<file path="src/rtl/apb_uart_cmd_master.sv">
// apb_uart_cmd_master: queues host read/write commands and issues each as a two-phase APB transfer.
// Optional ACCESS-phase timeout is compiled in when APB_TIMEOUT_EN is defined.
module apb_uart_cmd_master #(
    parameter int ADDR_W      = 12,
    parameter int WDATA_W     = 8,
    parameter int RDATA_W     = 32,
    parameter int CMD_DEPTH   = 4,
    parameter int TIMEOUT_CYC = 1024
) (
    input  logic               PCLK,
    input  logic               PRESETn,
    input  logic               cmd_valid,
    output logic               cmd_ready,
    input  logic               cmd_write,
    input  logic [ADDR_W-1:0]  cmd_addr,
    input  logic [WDATA_W-1:0] cmd_wdata,
    output logic               rsp_valid,
    output logic [RDATA_W-1:0] rsp_rdata,
    output logic               rsp_error,
    output logic               busy,
    output logic               PSEL,
    output logic               PENABLE,
    output logic               PWRITE,
    output logic [ADDR_W-1:0]  PADDR,
    output logic [WDATA_W-1:0] PWDATA,
    input  logic               PREADY,
    input  logic [RDATA_W-1:0] PRDATA
);

    localparam int PTR_W = $clog2(CMD_DEPTH);
    localparam int CNT_W = PTR_W + 1;
    localparam int ENT_W = 1 + ADDR_W + WDATA_W;
    localparam logic [CNT_W-1:0] FULL_CNT = CNT_W'(CMD_DEPTH);
    localparam logic [CNT_W-1:0] ONE_CNT  = CNT_W'(1);
    localparam logic [CNT_W-1:0] ZERO_CNT = CNT_W'(0);

    typedef enum logic [1:0] {
        ST_IDLE   = 2'd0,
        ST_SETUP  = 2'd1,
        ST_ACCESS = 2'd2
    } state_t;

    state_t               state_r, state_nxt_s;
    logic [ENT_W-1:0]     mem_r [CMD_DEPTH];
    logic [PTR_W-1:0]     wr_ptr_r, rd_ptr_r, head_idx_s;
    logic [CNT_W-1:0]     count_r, count_nxt_s;
    logic [ENT_W-1:0]     head_s;
    logic                 push_s, pop_s, complete_s, timeout_s, timeout_hit_s;
    logic                 cmd_ready_r, rsp_valid_r, rsp_error_r, busy_r;
    logic                 psel_r, penable_r, pwrite_r;
    logic [RDATA_W-1:0]   rsp_rdata_r;
    logic [ADDR_W-1:0]    paddr_r;
    logic [WDATA_W-1:0]   pwdata_r;

    assign push_s    = cmd_valid & cmd_ready_r;
    assign pop_s     = complete_s | timeout_s;
    assign cmd_ready = cmd_ready_r;
    assign rsp_valid = rsp_valid_r;
    assign rsp_rdata = rsp_rdata_r;
    assign rsp_error = rsp_error_r;
    assign busy      = busy_r;
    assign PSEL      = psel_r;
    assign PENABLE   = penable_r;
    assign PWRITE    = pwrite_r;
    assign PADDR     = paddr_r;
    assign PWDATA    = pwdata_r;

    // ACCESS-phase termination: PREADY wins over a coincident timeout
    always_comb begin
        complete_s = 1'b0;
        timeout_s  = 1'b0;
        if (state_r == ST_ACCESS) begin
            complete_s = PREADY;
            timeout_s  = ~PREADY & timeout_hit_s;
        end else begin
            complete_s = 1'b0;
            timeout_s  = 1'b0;
        end
    end

    // Occupancy after this cycle's push/pop
    always_comb begin
        count_nxt_s = count_r;
        case ({push_s, pop_s})
            2'b10:   count_nxt_s = count_r + ONE_CNT;
            2'b01:   count_nxt_s = count_r - ONE_CNT;
            default: count_nxt_s = count_r;
        endcase
    end

    // Next-state logic
    always_comb begin
        state_nxt_s = state_r;
        case (state_r)
            ST_IDLE: begin
                if (count_r != ZERO_CNT) state_nxt_s = ST_SETUP;
                else                     state_nxt_s = ST_IDLE;
            end
            ST_SETUP:  state_nxt_s = ST_ACCESS;
            ST_ACCESS: begin
                if (pop_s) begin
                    if (count_nxt_s != ZERO_CNT) state_nxt_s = ST_SETUP;
                    else                         state_nxt_s = ST_IDLE;
                end else begin
                    state_nxt_s = ST_ACCESS;
                end
            end
            default:   state_nxt_s = ST_IDLE;
        endcase
    end

    // Head seen by the next SETUP; a lone entry popped alongside a push means the
    // new head is the command being written this very edge
    always_comb begin
        head_idx_s = pop_s ? (rd_ptr_r + PTR_W'(1)) : rd_ptr_r;
        if (pop_s && (count_r == ONE_CNT)) head_s = {cmd_write, cmd_addr, cmd_wdata};
        else                               head_s = mem_r[head_idx_s];
    end

    // Command queue storage, pointers and occupancy
    always_ff @(posedge PCLK) begin
        if (!PRESETn) begin
            wr_ptr_r    <= {PTR_W{1'b0}};
            rd_ptr_r    <= {PTR_W{1'b0}};
            count_r     <= ZERO_CNT;
            cmd_ready_r <= 1'b1;
        end else begin
            if (push_s) begin
                mem_r[wr_ptr_r] <= {cmd_write, cmd_addr, cmd_wdata};
                wr_ptr_r        <= wr_ptr_r + PTR_W'(1);
            end
            if (pop_s) rd_ptr_r <= rd_ptr_r + PTR_W'(1);
            count_r     <= count_nxt_s;
            cmd_ready_r <= (count_nxt_s != FULL_CNT);
        end
    end

    // State register
    always_ff @(posedge PCLK) begin
        if (!PRESETn) state_r <= ST_IDLE;
        else          state_r <= state_nxt_s;
    end

    // APB request outputs; address/data/direction hold their last values in IDLE
    always_ff @(posedge PCLK) begin
        if (!PRESETn) begin
            psel_r    <= 1'b0;
            penable_r <= 1'b0;
            pwrite_r  <= 1'b0;
            paddr_r   <= {ADDR_W{1'b0}};
            pwdata_r  <= {WDATA_W{1'b0}};
            busy_r    <= 1'b0;
        end else begin
            psel_r    <= (state_nxt_s != ST_IDLE);
            penable_r <= (state_nxt_s == ST_ACCESS);
            busy_r    <= (count_nxt_s != ZERO_CNT) | (state_nxt_s != ST_IDLE);
            if (state_nxt_s == ST_SETUP) {pwrite_r, paddr_r, pwdata_r} <= head_s;
        end
    end

    // One-cycle response per retired command
    always_ff @(posedge PCLK) begin
        if (!PRESETn) begin
            rsp_valid_r <= 1'b0;
            rsp_error_r <= 1'b0;
            rsp_rdata_r <= {RDATA_W{1'b0}};
        end else begin
            rsp_valid_r <= pop_s;
            rsp_error_r <= timeout_s;
            rsp_rdata_r <= (complete_s & ~pwrite_r) ? PRDATA : {RDATA_W{1'b0}};
        end
    end

`ifdef APB_TIMEOUT_EN
    localparam int TO_W = (TIMEOUT_CYC > 1) ? $clog2(TIMEOUT_CYC) : 1;
    localparam logic [TO_W-1:0] TO_LAST = TO_W'(TIMEOUT_CYC - 1);
    logic [TO_W-1:0] to_cnt_r;

    assign timeout_hit_s = (to_cnt_r == TO_LAST);

    // Wait counter: zero on ACCESS entry, advances while the completer stalls
    always_ff @(posedge PCLK) begin
        if (!PRESETn)                   to_cnt_r <= {TO_W{1'b0}};
        else if (state_r != ST_ACCESS)  to_cnt_r <= {TO_W{1'b0}};
        else if (!PREADY)               to_cnt_r <= to_cnt_r + TO_W'(1);
        else                            to_cnt_r <= to_cnt_r;
    end
`else
    assign timeout_hit_s = 1'b0;
`endif

endmodule

</file>
<file path="config.mk">
export PLATFORM = sky130hd
export DESIGN_NAME = apb_uart_cmd_master
export DESIGN_NICKNAME = d
export VERILOG_FILES = /design/src/rtl/apb_uart_cmd_master.sv
export SDC_FILE = /design/constraint.sdc
export NUM_CORES = 1
export LEC_CHECK = 0
export ABC_AREA = 1
export BUFFER_PORTS_ARGS = -buffer_cell sky130_fd_sc_hd__buf_2
export CORE_UTILIZATION = 35
export DETAILED_ROUTE_END_ITERATION = 8
export PLACE_DENSITY_LB_ADDON = 0.12
export RECOVER_POWER = 25
export SLEW_MARGIN = 20
export SYNTH_ARGS = -nofsm -noshare
export SYNTH_HDL_FRONTEND = slang
export SYNTH_SLANG_ARGS = --single-unit
</file>
<file path="constraint.sdc">
create_clock -name PCLK -period 1.9 [get_ports PCLK]
set_input_delay 0.285 -clock PCLK [delete_from_list [all_inputs] [get_ports PCLK]]
set_output_delay 0.285 -clock PCLK [all_outputs]
set_load 0.02 [all_outputs]
</file>
# --- After elaboration in Yosys (flattened, before gate mapping) ---
# Memory sizes are Yosys's and may differ from the RTL's.
# Cells that the tools add are included.
op_classes:
  n_bitwise: 4
  n_mux: 11
  eq_ne: 8
  n_reduce_logical: 6
  addsub: 4
op_table:
  columns: ["cell", "n"]
  rows:
  - ["$mux W21", 1]
  - ["$eq A2 B1 Y1 const B", 3]
  - ["$eq A2 B2 Y1 const B", 3]
  - ["$mux W1", 6]
  - ["$pmux W2 S3", 1]
  - ["$pmux W3 S2", 1]
  - ["$reduce_bool A3 Y1", 2]
  - ["$add A2 B1 Y2 const B", 2]
  - ["$mux W2", 2]
  - ["$add A3 B1 Y3 const B", 1]
  - ["$eq A3 B1 Y1 const B", 1]
  - ["$ne A3 B3 Y1 const B", 1]
  - ["$sub A3 B1 Y3 const B", 1]
  - ["$and A1 B1 Y1", 2]
  - ["$logic_not A2 Y1", 1]
  - ["$reduce_and A2 Y1", 1]
  - ["$reduce_bool A2 Y1", 1]
  - ["$logic_and A1 B1 Y1", 1]
  - ["$not A1 Y1", 1]
  - ["$or A1 B1 Y1", 1]
word_totals:
  memories: 1
  regBits: 67
  ramBits: 84
  output_inout_bits: 59
mem_list:
  columns: ["memory", "depth", "width", "rd", "rd_clocked_by_memory_dff", "write_ports", "line_no", "rtl"]
  rows:
  - ["mem_r", 4, 21, 1, 0, 1, "44", "logic [ENT_W-1:0] mem_r [CMD_DEPTH];"]

# --- Longest topological paths before layout ---
# Gate-level depths: netlist of run 1.
depth:
  word_depth: 10
  mapped_depth: 12

# --- Worst setup path before layout of run 1 ---
# Ideal clock, no wire load.
synth_timing:
  kind: "register to register"
  start: "reg cmd_ready_r, in the netlist cmd_ready"
  end: "mem mem_r[0][0] in the netlist's numbering, enable pin"
  period_less_slack_ns: 2.123
  t_arrival_ns: 1.724
  stages_incl_launch_ff: 5
  setup_time_ns: 0.399
  path_slack_ns: -0.223
  cell_sequence: "dfxtp_1 > nand2_1 > inv_1 > nand2_1 > nor2_1"
synth_via:
  elab_chain_cells: 4
synth_rtl:
  columns: ["element", "line_no", "rtl"]
  rows:
  - ["from (decl)", "49", "logic cmd_ready_r, rsp_valid_r, rsp_error_r, busy_r;"]
  - ["from (signal assigned)", "134", "cmd_ready_r <= (count_nxt_s != FULL_CNT);"]
  - ["$and A1 B1 Y1", "55", "assign push_s = cmd_valid & cmd_ready_r;"]
  - ["$mux W1", "128", "if (push_s) begin"]
  - ["$mux W1", "122", "if (!PRESETn) begin"]
  - ["$mux W1 (not written as such)", "129", "mem_r[wr_ptr_r] <= {cmd_write, cmd_addr, cmd_wdata};"]
  - ["to (decl)", "44", null]
# No other way between the ends.

# --- Worst setup path after layout of run 1 ---
layout_timing:
  start: "reg count_r[0]"
  end: "reg paddr_r[0], in the netlist PADDR[0]"
layout_via:
  elab_chain_cells: 7
layout_rtl:
  columns: ["element", "line_no", "rtl"]
  rows:
  - ["from (decl)", "46", "logic [CNT_W-1:0] count_r, count_nxt_s;"]
  - ["from (signal assigned)", "133", "count_r <= count_nxt_s;"]
  - ["$sub A3 B1 Y3 or $add A3 B1 Y3 (tied branches)", "86, 85", null]
  - ["$pmux W3 S2", "84", "case ({push_s, pop_s})"]
  - ["$reduce_bool A3 Y1", "102", "if (count_nxt_s != ZERO_CNT) state_nxt_s = ST_SETUP;"]
  - ["$mux W1", "102", null]
  - ["$mux W2", "101", "if (pop_s) begin"]
  - ["$pmux W2 S3", "94", "case (state_r)"]
  - ["$eq A2 B1 Y1", "157", "if (state_nxt_s == ST_SETUP) {pwrite_r, paddr_r, pwdata_r} <= head_s;"]
  - ["to (signal assigned)", "150", "paddr_r <= {ADDR_W{1'b0}};"]
  - ["to (signal assigned)", "157", null]
  - ["to (decl)", "52", "logic [ADDR_W-1:0] paddr_r;"]
# Several ways; a longest one is shown, not always the timed one.
# A chain may end at the register's enable or synchronous reset.

==> reports/summary.txt, run 1 <==
Die area: 18900 µm²
Layout Nets: 930
Routed Antenna Nets: 0
Commonest non-fill, non-tap cell in the layout: nand2_1
Critical Path Max Stage Delay: 0.36 ns
Static Leakage: 4.01 nW
Syn avg cell area: 8.62 µm²
Via count: 5028
Iter 0 DRT Violations: 238
Most frequent cells in the layout: nand2_1 (173), inv_1 (155), nand3_1 (114)
Max Cap Viol: 0
Flop2flop setup slack: 0.1 ns
PortBufs: 114
Clock root buffer: clkbuf_16
Io pins: 116
Worst setup path startpoint: count_r[0]
Slowest cell on the critical path: dfxtp_2
DR WL/cell: 14.0 µm
DR pass1 iterations: 6
Grt ovf: 0
Initial Util: 0.357
Max FO, Critical Path: 22
RSZ-0062 raised after global routing: false
Syn. warnings: 0
Cts hold-fix bufs: 0
Fin cells: 1107
Longest Clk Path Bufs: 2
Fmax: 555 MHz
Top cell type's share of synthesized area: 0.393
Critical path arrival: 2.11 ns
Sequential element share of the synthesized area: 0.603
Synthesized netlist cell count: 744
Die extent in x: 137 µm
Skew-Pair Late Insertion Delay: 0.42 ns
DRC viols: 0
Post-synth top flop: edfxtp_1
Pre-CTS WS: 0.0837 ns
Fill count: 1777
Vias in the first global route: 4875
Detailed placement HPWL: 9.83 mm
Post-synth net total: 809
Die H: 137 µm
Gpl congestion: 0.878
Finish-stage setup viols: 0
Final Routed Wirelength: 15.5 mm
Pwr dens: 1160 nW/µm²
Tmin final: 1.80 ns
Synth async-reset ratio: 0
# clock sinks: 151
Worst-path cell chain: inv_1 > ha_1 > nand3_1 > nand2_1 > nor2_4 > nand3_2 > nand2_4 > buf_12 > nand3_1 > nand2_1 > nor2_1
Worst Setup Start Kind: flip-flop
Clk_skew: 0.00775 ns
EDFF count, synth: 84
Area of the multi-input gates: 1810 µm²
Synth Cell Area: 6410 µm²
Largest net degree at the start of global routing: 44
CP top delay family: simple AND/OR/NAND/NOR gates
Post-Place Cells: 1072
Critical path class: reg -> reg
First-pass GRT wire length: 23.9 mm
Pins Over Slew Limit: 0
Num rows: 49
Top cells by area, synth: edfxtp_1 (39%), dfxtp_1 (21%), nand2_1 (10%), inv_1 (9.1%), nand3_1 (8.9%)
Setup crit end kind: flip-flop
Clock tree from TritonCTS: done
Core Area: 18000 µm²
Fin. Hold Viols: 0
Netlist cell types: 20
Peak VDD IR: 838 µV
Flops & latches, synth: 151
Worst-path clk slew: 0.06 ns
P&R area growth vs syn: 25.4%
Data required, critical path: 2.21 ns
DR vias/cell: 4.54
Crit path buf inv count: 2
Beginning of the worst hold path: PRDATA[8]
Initial antenna violation count: 0
Worst Hold Class: in -> reg
Share of layout cells above drive strength 1: 0.183
Register area: 3870 µm²
Status: complete, no violations
CTS Buf Count: 17
Worst setup margin: 0.0978 ns
Post-synth top area cell: edfxtp_1
Reg-to-Reg Start: count_r[0]
N_diodes: 0
Tcrit/Tclk final: 0.949
Gr usage total: 0.172
H-tree depth reported by CTS: 4
## Yosys cell counts (2+ instances only)
cell type	n
ha_1	8
inv_1	156
buf_1	2
nor2_1	67
buf_4	5
o21ai_0	4
nor2_4	2
nand2_1	176
nand3_1	114
buf_2	9
edfxtp_1	84
nand3_2	2
nand4_1	2
dfxtp_1	67
a21oi_1	23
clkbuf_1	19
## flip-flops by register name, summed over array words and instances, names as in the netlist
name,flops
mem_r,84
rsp_rdata,32
PADDR,12
PWDATA,8
count_r,3
rd_ptr_r,2
state_r,2
wr_ptr_r,2
PENABLE,1
PSEL,1
PWRITE,1
busy,1
cmd_ready,1
rsp_valid,1
## power breakdown
group          total, mW  internal (mW)  switching [mW]
Clock               3.31           1.99            1.32
Sequential          3.88           3.74           0.140
Combinational       2.17          0.783            1.38
## cell type report
cell class	instances	area share
flip-flops and latches	151	0.481
well taps	229	0.0356
repair buffers	137	0.112
inverters	157	0.0733
multi-input cells	401	0.225
clock buffers	22	0.0618
clock inverters	10	0.0115
## path summary, 6_finish.rpt
check | end | cells after the start
worst min register to register | wr_ptr_r[1] | 2
worst max-delay path | PADDR[0] | 11
worst min-delay path | rsp_rdata[8] | 3
worst max register to register | PADDR[0] | 11
## stage by stage
stage	hold WS [ns]	power (mW)	instance area (µm²)	utilization	setup TNS, ns
after global routing	0.0547	9.91	8040	0.447	0
after CTS	0.0521	9.43	8010	0.446	0
after detailed placement	0.505	6.10	7420	0.413	0
after floorplan	0.384	5.33	6410	-	-18.73
final	0.0708	9.36	8040	0.447	0
after global placement	0.497	6.05	7420	0.413	0
## logic make-up after synthesis
group | share of synthesized area
adders and majority gates | 0.0156
and+or+nand+nor | 0.242
xor gates and xnor gates | 0.00137
buffers and inverters | 0.117
AOI/OAI and AO/OA | 0.0211
DFF | 0.603
other | 0.000585
## tightest hold or removal path, cell delays in order
cell	delay [ns]
buf_2	0.09
inv_1	0.04
nor2_1	0.03
## what timing repair did
action                     4_1_cts  5_1_grt
resized for setup                0        7
setup buffers                    0        2
setup endpoints to repair        0       21
## metal layers
| layer | track usage | part of all wire | wire [µm] |
|---|---|---|---|
| met1 | 0.201 | 0.44 | 6760 |
| met2 | 0.289 | 0.49 | 7570 |
| met5 | 0 | 0 | 0 |
| met4 | 0.0806 | 0.031 | 482 |
| met3 | 0.0493 | 0.045 | 702 |
No activity file was read; power rests on OpenSTA's default activity.
==> run 2, diff against run 1 <==
--- a/config.mk
+++ b/config.mk
@@ -5,10 +5,10 @@
 export SDC_FILE = /design/constraint.sdc
 export NUM_CORES = 1
 export LEC_CHECK = 0
-export ABC_AREA = 1
-export BUFFER_PORTS_ARGS = -buffer_cell sky130_fd_sc_hd__buf_2
+export CORE_MARGIN = 4
 export CORE_UTILIZATION = 35
 export DETAILED_ROUTE_END_ITERATION = 8
+export DONT_BUFFER_PORTS = 1
 export PLACE_DENSITY_LB_ADDON = 0.12
 export RECOVER_POWER = 25
 export SLEW_MARGIN = 20
==> run 2 against run 1 <==
Hold slack got worse by 0.050 ns. Cell count decreased by 25%. Non-clock buffer count decreased by 44. Combinational power decreased by 48%. Sequential share of layout area increased by 0.57 points. Sequential power increased by 5.4%. Global-route usage decreased by 1.6 points. Utilization increased by 0.89 points. Area after synthesis decreased by 2.3%. Critical endpoint is now rd_ptr_r[0]. Largest power group unchanged. Highest routed layer unchanged.
==> reports/summary.txt, run 2 <==
Max FO, Critical Path: 27
Skew-Pair Late Insertion Delay: 0.41 ns
WP depth: 6
Grt ovf: 0
Logic pwr share: 0.132
CP top delay family: buffers and inverters
Final core occ: 0.456
Synthesized netlist cell count: 519
First-pass GRT wire length: 23.8 mm
Synth Cell Area: 6260 µm²
Slowest cell on the critical path: dlygate4sd3_1
Worst Hold Class: in -> reg
Vias in the first global route: 4205
Num rows: 48
Worst-path clk slew: 0.06 ns
Sequential element share of the synthesized area: 0.617
Peak VDD IR: 638 µV
Tmin final: 1.81 ns
Seq pwr share: 0.484
Critical path arrival: 2.11 ns
Synth cell count leaders: edfxtp_1 (84), dfxtp_1 (67), mux2i_1 (63), nor2_1 (44), and2_1 (38)
Netlist cell types: 45
Top cell type's share of synthesized area: 0.403
Status: complete, no violations
Syn. warnings: 0
Clock Power Share: 0.384
Via count: 4277
Flop2flop setup slack: 0.09 ns
Pre-CTS WS: 0.0414 ns
Post-synth net total: 584
Io pins: 116
DR WL/cell: 18.8 µm
Setup crit end kind: flip-flop
Critical path class: reg -> reg
Count leader, synth: edfxtp_1
DRC viols: 0
Longest Clk Path Bufs: 2
Top cells by area, synth: edfxtp_1 (40%), dfxtp_1 (21%), mux2i_1 (10%), and2_1 (3.8%), o311ai_1 (2.7%)
Sw Ratio: 0.264
Static Leakage: 2.75 nW
P_sw: 2.23 mW
Clk_skew: 0.00666 ns
Slew margin rel.: 0.452
Initial Util: 0.360
Post-synth top flop: edfxtp_1
Pins Over Slew Limit: 0
Share of layout cells above drive strength 1: 0.122
Fin cells: 831
Finish-stage setup viols: 0
Most flop-heavy register: mem_r
Gr usage total: 0.156
Max FFs per register: 84
Reg2Reg Capture Point: rd_ptr_r[0]
Worst Setup Start Kind: flip-flop
Layout Nets: 658
Max Cap Viol: 0
Flops & latches, synth: 151
Worst setup path startpoint: state_r[0]
N_diodes: 0
Post-synth top area cell: edfxtp_1
H-tree depth reported by CTS: 4
Die H: 142 µm
RSZ-0062 raised after global routing: true
Iter 0 DRT Violations: 216
Most frequent cells in the layout: edfxtp_1 (84), dfxtp_1 (65), mux2i_1 (63)
Worst-path cell chain: buf_4 > nand3b_4 > buf_12 > xnor2_1 > and2_1 > dlygate4sd3_1
Die area: 20100 µm²
# clock sinks: 151
DR pass1 iterations: 4
Commonest non-fill, non-tap cell in the layout: edfxtp_1
Core Area: 17400 µm²
Clock tree from TritonCTS: done
Crit path buf inv count: 3
Die extent in x: 142 µm
Fmax: 553 MHz
Total power: 8.45 mW
Largest net degree at the start of global routing: 33
Tcrit/Tclk final: 0.951
P&R area growth vs syn: 26.9%
Routed Antenna Nets: 0
Gpl congestion: 0.724
Slew @ Worst Pin: 0.820 ns
DR vias/cell: 5.15
Synth async-reset ratio: 0
Worst Hold Endpoint: PWDATA[3]
Critical Path Max Stage Delay: 0.54 ns
Final hold slack: 0.0204 ns
Cell Int Power: 6.22 mW
Post-Place Cells: 732
PortBufs: 0
Worst setup margin: 0.0929 ns
Final Routed Wirelength: 15.7 mm
Reg-to-Reg Start: state_r[0]
Fin. Hold Viols: 0
CTS Buf Count: 17
Initial antenna violation count: 0
Clock root buffer: clkbuf_16
Detailed placement HPWL: 9.17 mm
Data required, critical path: 2.20 ns
Pwr dens: 1060 nW/µm²
R2r worst-path depth: 6
Hold path cells: 2
Beginning of the worst hold path: cmd_wdata[3]
Syn avg cell area: 12.1 µm²
EDFF count, synth: 84
[run 2: changes by cell type in the layout (fill, tap and decap cells not counted), sizes merged, moves of 18 or more]
cell         before  now
clkbuf           42   24
a31oi             0   21
buf             117   30
and2              0   40
inv             158    7
nor2             69   44
o21ai             4   26
nand2           177   27
dlygate4sd3       0   62
o311ai            0   19
mux2i             0   63
nand3           116   21
[run 2: how the worst max path moves through the flow]
stage / slack, ns / endpoint
after floorplan: 0.13 / mem_r[2][0]
after global placement: 0.08 / rsp_rdata[13]
after detailed placement: 0.04 / PSEL
after CTS: 0.02 / rd_ptr_r[0]
after global routing: -0.01 / PADDR[1]
final: 0.09 / rd_ptr_r[0]
[run 2: power by group through the flow]
stage	Combinational (mW)	Clock [mW]	Sequential, mW
after global routing	1.24	3.50	4.12
after detailed placement	0.872	0	4.16
after floorplan	0.594	0	4.09
final	1.12	3.25	4.09
after global placement	0.856	0	4.16
after CTS	1.02	3.35	4.09
[run 2: cell type report]
class	count	area [µm²]
clock buffers	23	533
clock inverters	9	56.3
fillers	1596	9470
inverters	4	15.0
multi-input cells	326	2210
flip-flops and latches	151	3870
well taps	225	282
repair buffers	93	983
[run 2: cells by family after synthesis]
family | count (synthesis) | share of synthesized area
DFF | 151 | 0.617
and+or+nand+nor | 148 | 0.120
AOI/OAI and AO/OA | 102 | 0.106
muxes | 63 | 0.101
buffers and inverters | 42 | 0.0338
adders and majority gates | 8 | 0.0160
xor gates and xnor gates | 4 | 0.00560
other | 1 | 0.000599
[run 2: worst reg2reg max path: cells and delay by family, from the launching register on]
family | cells | cell delay [ns]
simple gates | 2 | 0.37
buf+inv | 3 | 0.88
xor+xnor | 1 | 0.13
flops | 1 | 0.31
[run 2: repair_timing]
item / in CTS / in global routing
setup buffers: 0 / 4
endpoints found under the setup margin: 0 / 56
resized for setup: 0 / 5
hold buffers: 62 / 0
hold endpoints to repair: 141 / 0
[run 2: metal layers]
| metal | up-vias | routed length, µm | GRT usage |
|---|---|---|---|
| li1 | 2055 | - | - |
| met1 | 2107 | 6590 | 0.186 |
| met2 | 89 | 8030 | 0.268 |
| met3 | 26 | 678 | 0.0415 |
| met4 | 0 | 349 | 0.0616 |
| met5 | - | 0 | 0 |
[run 2: metrics by stage]
stage	TNS, ns	cell area [µm²]
3_3_place_gp	0	6670
6_report	0	7950
5_1_grt	-0.0147	7950
2_1_floorplan	0	6260
4_1_cts	0	7880
3_5_place_dp	0	6670
